File: config.mk
export PLATFORM = sky130hd
export DESIGN_NAME = r8_seq_mul_ctrl
export DESIGN_NICKNAME = d
export VERILOG_FILES = /design/src/rtl/r8atm_pkg.sv /design/src/rtl/ap_adder.sv /design/src/rtl/r8_seq_mul_ctrl.sv
export SDC_FILE = /design/constraint.sdc
export NUM_CORES = 1
export LEC_CHECK = 0
export CAP_MARGIN = 10
export CELL_PAD_IN_SITES_DETAIL_PLACEMENT = 0
export CELL_PAD_IN_SITES_GLOBAL_PLACEMENT = 1
export CORE_ASPECT_RATIO = 1.75
export CORE_MARGIN = 4
export CORE_UTILIZATION = 39
export CTS_CLUSTER_SIZE = 12
export DETAILED_ROUTE_END_ITERATION = 10
export HOLD_SLACK_MARGIN = 0.06
export PLACE_DENSITY = 0.77
export SYNTH_ARGS = -nofsm -noshare
export SYNTH_HDL_FRONTEND = slang
export SYNTH_SLANG_ARGS = --single-unit
File: constraint.sdc
create_clock -name clk -period 11.3 [get_ports clk]
set_clock_uncertainty 0.15 [all_clocks]
set_input_delay 2.26 -clock clk [delete_from_list [all_inputs] [get_ports clk]]
set_output_delay 2.26 -clock clk [all_outputs]
set_load 0.1 [all_outputs]
File: src/rtl/r8atm_pkg.sv
// Shared types and helpers for the radix-8 Booth multiplier family.
package r8atm_pkg;

  localparam int WIDTH_OP = 16;
  localparam int WIDTH_P  = 32;
  localparam int NDIG     = 6;
  localparam int AP_LOA_W = 4;

  typedef enum logic [1:0] {IDLE, PREP, ACC, DONE} state_t;

  typedef logic signed [3:0] booth_digit_t;

  // {b3,b2,b1,b0} -> {neg, |d|}, with d = -4*b3 + 2*b2 + b1 + b0
  function automatic logic [3:0] booth_r8_decode(input logic [3:0] b);
    booth_digit_t d;
    booth_digit_t mag;
    d   = booth_digit_t'({b[3], b[3], b[2], 1'b0})
        + booth_digit_t'({3'b000, b[1]})
        + booth_digit_t'({3'b000, b[0]});
    mag = d[3] ? -d : d;
    return {d[3], mag[2:0]};
  endfunction

endpackage

File: src/rtl/ap_adder.sv
// Hard-multiple adder producing 3Y = Y + 2Y; lower-part-OR approximation when APPROX=1.
module ap_adder
  import r8atm_pkg::*;
#(
  parameter int APPROX = 1
) (
  input  logic [WIDTH_OP-1:0] i_y,
  output logic [WIDTH_OP+1:0] o_y3
);

  logic [WIDTH_OP+1:0] w_a;
  logic [WIDTH_OP+1:0] w_b;

  assign w_a = {i_y[WIDTH_OP-1], i_y[WIDTH_OP-1], i_y};
  assign w_b = {i_y[WIDTH_OP-1], i_y, 1'b0};

  generate
    if (APPROX == 0) begin : g_exact
      assign o_y3 = w_a + w_b;
    end else begin : g_loa
      logic [AP_LOA_W-1:0]          w_lo;
      logic                         w_cin;
      logic [WIDTH_OP+1-AP_LOA_W:0] w_hi;
      // low bits OR-ed, only the top low-bit pair feeds a carry upward
      assign w_lo  = w_a[AP_LOA_W-1:0] | w_b[AP_LOA_W-1:0];
      assign w_cin = w_a[AP_LOA_W-1] & w_b[AP_LOA_W-1];
      assign w_hi  = w_a[WIDTH_OP+1:AP_LOA_W] + w_b[WIDTH_OP+1:AP_LOA_W]
                   + {{(WIDTH_OP+1-AP_LOA_W){1'b0}}, w_cin};
      assign o_y3  = {w_hi, w_lo};
    end
  endgenerate

endmodule

File: src/rtl/r8_seq_mul_ctrl.sv
// Iterative radix-8 Booth multiplier: one 3Y precompute cycle, then one Booth digit per cycle.
module r8_seq_mul_ctrl
  import r8atm_pkg::*;
#(
  parameter int APPROX = 1,
  parameter int WIDTH  = WIDTH_OP
) (
  input  logic               clk,
  input  logic               rst,
  input  logic               in_valid,
  output logic               in_ready,
  input  logic [WIDTH-1:0]   in_x,
  input  logic [WIDTH-1:0]   in_y,
  output logic               out_valid,
  input  logic               out_ready,
  output logic [WIDTH_P-1:0] out_p,
  output logic               busy
);

  state_t r_state;
  state_t w_state_nxt;

  logic                      w_accept;
  logic                      w_last;
  logic [2:0]                r_cnt;
  logic signed [WIDTH-1:0]   r_x;
  logic signed [WIDTH-1:0]   r_y;
  logic [WIDTH+1:0]          w_y3_hm;
  logic signed [WIDTH_P-1:0] r_y3;
  logic signed [WIDTH_P-1:0] r_acc;
  logic signed [WIDTH_P-1:0] r_p;
  logic signed [WIDTH_P-1:0] w_y32;
  logic signed [WIDTH_P-1:0] w_mult;
  logic signed [WIDTH_P-1:0] w_pp;
  logic signed [WIDTH_P-1:0] w_acc_nxt;
  logic [WIDTH+2:0]          w_xe;
  logic [4:0]                w_shamt;
  logic [3:0]                w_dbits;
  logic [3:0]                w_dec;

  assign w_accept  = (r_state == IDLE) && in_valid;
  assign w_last    = (r_cnt == 3'(NDIG - 1));
  assign in_ready  = (r_state == IDLE);
  assign out_valid = (r_state == DONE);
  assign busy      = (r_state != IDLE);
  assign out_p     = r_p;

  ap_adder #(.APPROX(APPROX)) u_ap (
    .i_y  (r_y),
    .o_y3 (w_y3_hm)
  );

  // x sign-extended to 18 bits with the implicit x[-1]=0 at the bottom
  assign w_xe    = {r_x[WIDTH-1], r_x[WIDTH-1], r_x, 1'b0};
  assign w_shamt = {1'b0, r_cnt, 1'b0} + {2'b00, r_cnt};
  assign w_dbits = w_xe[w_shamt +: 4];
  assign w_dec   = booth_r8_decode(w_dbits);
  assign w_y32   = {{(WIDTH_P-WIDTH){r_y[WIDTH-1]}}, r_y};

  always_comb begin
    w_mult = '0;
    case (w_dec[2:0])
      3'd1:    w_mult = w_y32;
      3'd2:    w_mult = w_y32 << 1;
      3'd3:    w_mult = r_y3;
      3'd4:    w_mult = w_y32 << 2;
      default: w_mult = '0;
    endcase
    w_pp      = w_dec[3] ? (~w_mult + 32'sd1) : w_mult;
    w_acc_nxt = r_acc + (w_pp << w_shamt);
  end

  always_comb begin
    w_state_nxt = r_state;
    case (r_state)
      IDLE:    if (in_valid)  w_state_nxt = PREP;
      PREP:                   w_state_nxt = ACC;
      ACC:     if (w_last)    w_state_nxt = DONE;
      DONE:    if (out_ready) w_state_nxt = IDLE;
      default:                w_state_nxt = IDLE;
    endcase
  end

  always_ff @(posedge clk) begin
    if (rst) r_state <= IDLE;
    else     r_state <= w_state_nxt;
  end

  always_ff @(posedge clk) begin
    if (rst)                                r_cnt <= '0;
    else if ((r_state == ACC) && !w_last)   r_cnt <= r_cnt + 3'd1;
    else                                    r_cnt <= '0;
  end

  always_ff @(posedge clk) begin
    if (w_accept) begin
      r_x <= in_x;
      r_y <= in_y;
    end
    if (r_state == PREP) r_y3 <= {{(WIDTH_P-WIDTH-2){w_y3_hm[WIDTH+1]}}, w_y3_hm};
  end

  // accumulator and product register are architecturally visible after reset
  always_ff @(posedge clk) begin
    if (rst) begin
      r_acc <= '0;
      r_p   <= '0;
    end else begin
      if (w_accept)                          r_acc <= '0;
      else if (r_state == ACC)               r_acc <= w_acc_nxt;
      if ((r_state == ACC) && w_last)        r_p   <= w_acc_nxt;
    end
  end

endmodule

Word level (Yosys, flattened, before mapping)
Index checks and enable logic that the tools add are counted.

storage, ports and cells
  output and inout port bits = 35
  input port bits = 36
  register bits after elaboration = 119
  word-level logic and storage cells = 49

operators by class
  add/subtract/negate cells = 9
  shift-type cells = 2
  reduce and logical (&&, ||, !) cells = 9
  bitwise logic cells = 4
  eq/ne operators = 11
  muxes and demuxes = 7

operators by type and width
  operator                                              number
  one-hot mux 32 bit (4 select lines)                   1
  adder 32 x 2 -> 32 bit (second input constant)        1
  adder 32 bit                                          1
  two-way mux 32 bit                                    1
  NOT 32 bit                                            1
  left shift 32 x 5 -> 32 bit                           1
  indexed part select 19 x 6 -> 4 bit                   1
  adder 12 x 13 -> 14 bit                               1
  adder 14 x 1 -> 14 bit                                1
  one-hot mux 2 bit (4 select lines)                    1
  equality test 3 x 2 -> 1 bit (second input constant)  2
  equality test 3 bit (second input constant)           2
  two-way mux 2 bit                                     3
  adder 4 x 3 -> 5 bit                                  1
  adder 3 x 2 -> 4 bit                                  1
  adder 4 x 2 -> 4 bit                                  1
  equality test 2 bit (second input constant)           2
  inequality test 2 bit (second input constant)         2
  bitwise OR 4 bit                                      1
  OR reduction 2 bit                                    2
  adder 3 x 1 -> 3 bit (second input constant)          1
  equality test 3 x 1 -> 1 bit (second input constant)  1
  logical AND 1 bit                                     3
  two-way mux 3 bit                                     1
  other kinds (9)                                       9

Longest topological paths before layout
  depth after elaboration = 13
  gate-level depth with buffers = 48
  gate-level depth less buffers = 43

Hierarchy
Synthesis repeated with hierarchy kept, for this count alone.

second synthesis, totals
  cell total of the unflattened synthesis = 1,177
  area, all modules = 10,017.1 um^2

modules (own cells, without submodules)
  module           area each (um^2)  times used  cells an instance
  r8_seq_mul_ctrl  9,307.7           1           1,086
  ap_adder         709.4             1           91

Worst setup path after synthesis
OpenSTA, ideal clock, no wires.

  path kind = reg2reg
  start = reg r_cnt[2]
  end = reg r_acc[31]
  stages on the path, launching flop included = 42
  arrival = 8.900 ns
  path buffers = 5
  setup slack = 2.127 ns
  setup time = 0.123 ns
  cell sequence = dfxtp_1 > inv_1 > fa_1 > buf_2 > buf_1 > clkbuf_1 > nand3_1 > o21bai_1 > a221oi_1 > ha_1 > ha_1 > clkbuf_1 > inv_1 > a221oi_1 > o21ai_0 > a221oi_2 > inv_1 > ha_1 > (+6 left out) > mux2_2 > mux2i_1 > o21ai_0 > nor2_1 > ha_1 > or2_2 > a21oi_1 > a211o_1 > a31oi_1 > a31o_2 > a21oi_1 > o31ai_1 > a31o_2 > a311o_1 > inv_1 > nand2_1 > mux2i_1 > mux2_1

on the way
  word-level cells in the longest chain between the ends = 13
  elaborated cells between the ends (all ways) = 16
  classes of those cells = add/sub: 6; eq/ne: 4; shift: 2; mux: 3; bitwise: 1

RTL lines
  what                                         line                    RTL
  start, declared                              r8_seq_mul_ctrl.sv:25   logic [2:0] r_cnt;
  start signal, assigned                       r8_seq_mul_ctrl.sv:91   else if ((r_state == ACC) && !w_last) r_cnt <= r_cnt + 3'd1;
  adder 4 x 3 -> 5 bit *                       r8_seq_mul_ctrl.sv:55   assign w_shamt = {1'b0, r_cnt, 1'b0} + {2'b00, r_cnt};
  indexed part select 19 x 6 -> 4 bit          r8_seq_mul_ctrl.sv:56   assign w_dbits = w_xe[w_shamt +: 4];
  adder 3 x 2 -> 4 bit                         r8atm_pkg.sv:18         + booth_digit_t'({3'b000, b[1]})
  adder 4 x 2 -> 4 bit                         r8atm_pkg.sv:19         + booth_digit_t'({3'b000, b[0]});
  negator 3 bit                                r8atm_pkg.sv:20         mag = d[3] ? -d : d;
  two-way mux 3 bit                            r8atm_pkg.sv:20
  equality test 3 bit (tied with other cells)  r8_seq_mul_ctrl.sv:62   case (w_dec[2:0])
  one-hot mux 32 bit (4 select lines)          r8_seq_mul_ctrl.sv:62
  NOT 32 bit                                   r8_seq_mul_ctrl.sv:69   w_pp = w_dec[3] ? (~w_mult + 32'sd1) : w_mult;
  adder 32 x 2 -> 32 bit                       r8_seq_mul_ctrl.sv:69
  two-way mux 32 bit                           r8_seq_mul_ctrl.sv:69
  left shift 32 x 5 -> 32 bit *                r8_seq_mul_ctrl.sv:70   w_acc_nxt = r_acc + (w_pp << w_shamt);
  adder 32 bit *                               r8_seq_mul_ctrl.sv:70
  end signal, assigned                         r8_seq_mul_ctrl.sv:110  else if (r_state == ACC) r_acc <= w_acc_nxt;
  end, declared                                r8_seq_mul_ctrl.sv:30   logic signed [WIDTH_P-1:0] r_acc;

Every way passes the cells marked *; elsewhere a longest branch is shown, timed or not.
A chain may end at the register's enable or synchronous reset.

Worst setup path after layout
Ends and elaborated chain as after synthesis.

==> results.tsv <==
metric	value	unit
slew_viol_final	0	
yosys-top-cells-area	edfxtp_1 16%, dfxtp_1 15%, ha_1 7.4%	
ios	71	
wl_per_cell	18.0	um
timing.final.crit_share	90.5	%
fin_crit	10230	ps
rrSetupSlack	1070	ps
grt_max_degree	56	
die_h	212	um
synth_warnings	0	
finish.utilization	46.6	%
async_flop_share	0	%
hp-class	register to register	
syn_avg_cell_area	8.50	um2
postRouteAntennaNets	0	
synth-edff-count	50	
cts_setup_buffers	0	
worstPathRequired	11480	ps
vias_per_cell	5.69	
rsz0062_at_grt	false	
die-area	0.0265	mm2
grt-ovfl-total	0	
grt_pass1_vias	8237	
crit_slowest_cell	fa_1	
worstPathMaxFanout	16	
die-width	125	um
finalHoldViolCount	0	
yosys.area.top_type	edfxtp_1	
arrival	10410	ps
slowest_delay	880	ps
critical_path_class	register to register	
start_util	39.7	%
first_pass_iters	8	
drc_errors	0	
syn2layout_area_growth	17.3	%
cts_buffers	17	
htreeDepth	4	
antenna_found_initial	0	
start_kind	register	
cts_root_buffer	clkbuf_16	
fmax	97.8	MHz
clkTransAtPathRegs	60	ps
worstSkewPairLatency	450	ps
ctsResizeCount	0	
setup_tns	0	ps
tightest_slew	985	ps
netlist_area	0.00931	mm2
gr-usage-all-layers	20.3	%
cts_tree	yes	
syn-num-nets	1190	
synth_top_area_share	16.1	%
port_buffers	70	
ys.flop_type	dfxtp_1	
nets	1249	
worstHoldStart	out_p[24]	
syn_inst	1095	
coreArea	0.0234	mm2
slew_headroom	34.3	%
yosys_register_bits	119	
gp_congestion	0.905	
critPathCaptureType	register	
setup_viol	0	
vias	8373	
maxCapViolCount	0	
seq_area_frac_synth	31.0	%
drt_wl_total	26500	um
dp_hpwl	20600	um
r2r-start	r_cnt[2]	
crit_start	r_cnt[2]	
postCtsHoldBufs	0	
clock-sinks	119	
rows	74	
n_antenna_cell	0	
grt_pass1_wl	42600	um
outcome	completed	
drt_iter0_markers	452	
drive_above_1_share	10.2	%
clockBufferDepth	2	
post_synth_num_cell_types	82	
==> final timing paths <==
path | cells past startpoint | endpoint
worst max-delay path | 38 | r_acc[31]
worst min-delay path | 2 | out_p[24]
worst max register to register | 38 | r_acc[31]
worst min register to register | 2 | out_p[24]
==> layout by cell type, fill, tap and decap left out, drive strengths merged, types with 13 or more instances in the layout <==
cell type	instances
a211oi	20
a21o	19
a21oi	96
a221oi	13
a31oi	19
buf	31
clkbuf	25
clkdlybuf4s50	70
dfxtp	69
edfxtp	50
ha	55
inv	39
mux2	15
mux2i	64
nand2	125
nand3	25
nor2	120
nor3	19
o21ai	62
o22ai	13
or2	13
xnor2	26
xor2	19
==> through the flow <==
stage / hold WS [ps] / std cells / cell area (um2) / setup slack (ps)
floorplan: 317 / 1095 / 9310 / 2130
global placement: 288 / 1439 / 10300 / 1310
detailed placement: 297 / 1439 / 10300 / 1220
CTS: 303 / 1471 / 10900 / 1150
global route: 320 / 1471 / 10900 / 174
finish: 299 / 1471 / 10900 / 1070
==> synthesized netlist by cell type (all sizes together) (4+ instances only) <==
cell / count
buf: 26
a21o: 19
nand3b: 4
mux2i: 64
a211o: 7
a21boi: 5
nor3: 19
a31o: 4
o21bai: 8
inv: 37
o22ai: 13
o21ai: 62
and2: 5
nor2: 120
nand3: 25
nor4: 6
nand2: 125
nand4: 5
dfxtp: 69
fa: 4
or2: 13
nor2b: 8
xnor2: 26
nand2b: 6
xor2: 19
a21oi: 96
a31oi: 19
o221ai: 4
and3: 9
a22oi: 12
edfxtp: 50
a211oi: 20
a22o: 9
mux4: 5
ha: 55
o211ai: 5
mux2: 15
clkbuf: 35
a221oi: 13
a221o: 12
o21a: 7
==> critical path: cells and delay by family, from the launching register on <==
family / cells / cell delay (ps)
simple gates: 7 / 1740
buf+inv: 4 / 540
mux: 5 / 1280
compound gates: 16 / 3540
xor+xnor: 1 / 170
flops: 1 / 590
fa+ha+maj: 5 / 2090
==> layer usage <==
layer / up-vias / global-route usage, % / wire, um
met5: - / 0 / 0
met4: 0 / 13.8 / 1520
met3: 70 / 3.12 / 740
met2: 178 / 38.7 / 14600
met1: 3956 / 19.8 / 9670
li1: 4169 / - / -
==> cells by family after synthesis <==
family	synth area share [%]
muxes	9.99
buffers and inverters	4.61
xor gates and xnor gates	4.44
DFF	31.0
and+or+nand+nor	17.5
AOI/OAI and AO/OA	24.2
adders and majority gates	8.25
==> flip-flops by register name, indices dropped and copies added (netlist names) <==
name     flops
out_p       32
r_acc       32
r_y3        18
r_x         16
r_y         16
r_cnt        3
r_state      2
==> area by class of cell <==
type | instances | area [um2]
Clock buffer | 25 | 507
Multi-Input combinational cell | 878 | 6010
Fill cell | 2343 | 12500
Timing Repair Buffer | 101 | 933
Clock inverter | 7 | 65.1
Inverter | 37 | 139
Sequential cell | 119 | 2880
Tap cell | 304 | 380
Power is not shown: default switching activity piles up to over one toggle a cycle in this logic, so the estimate is an artifact.
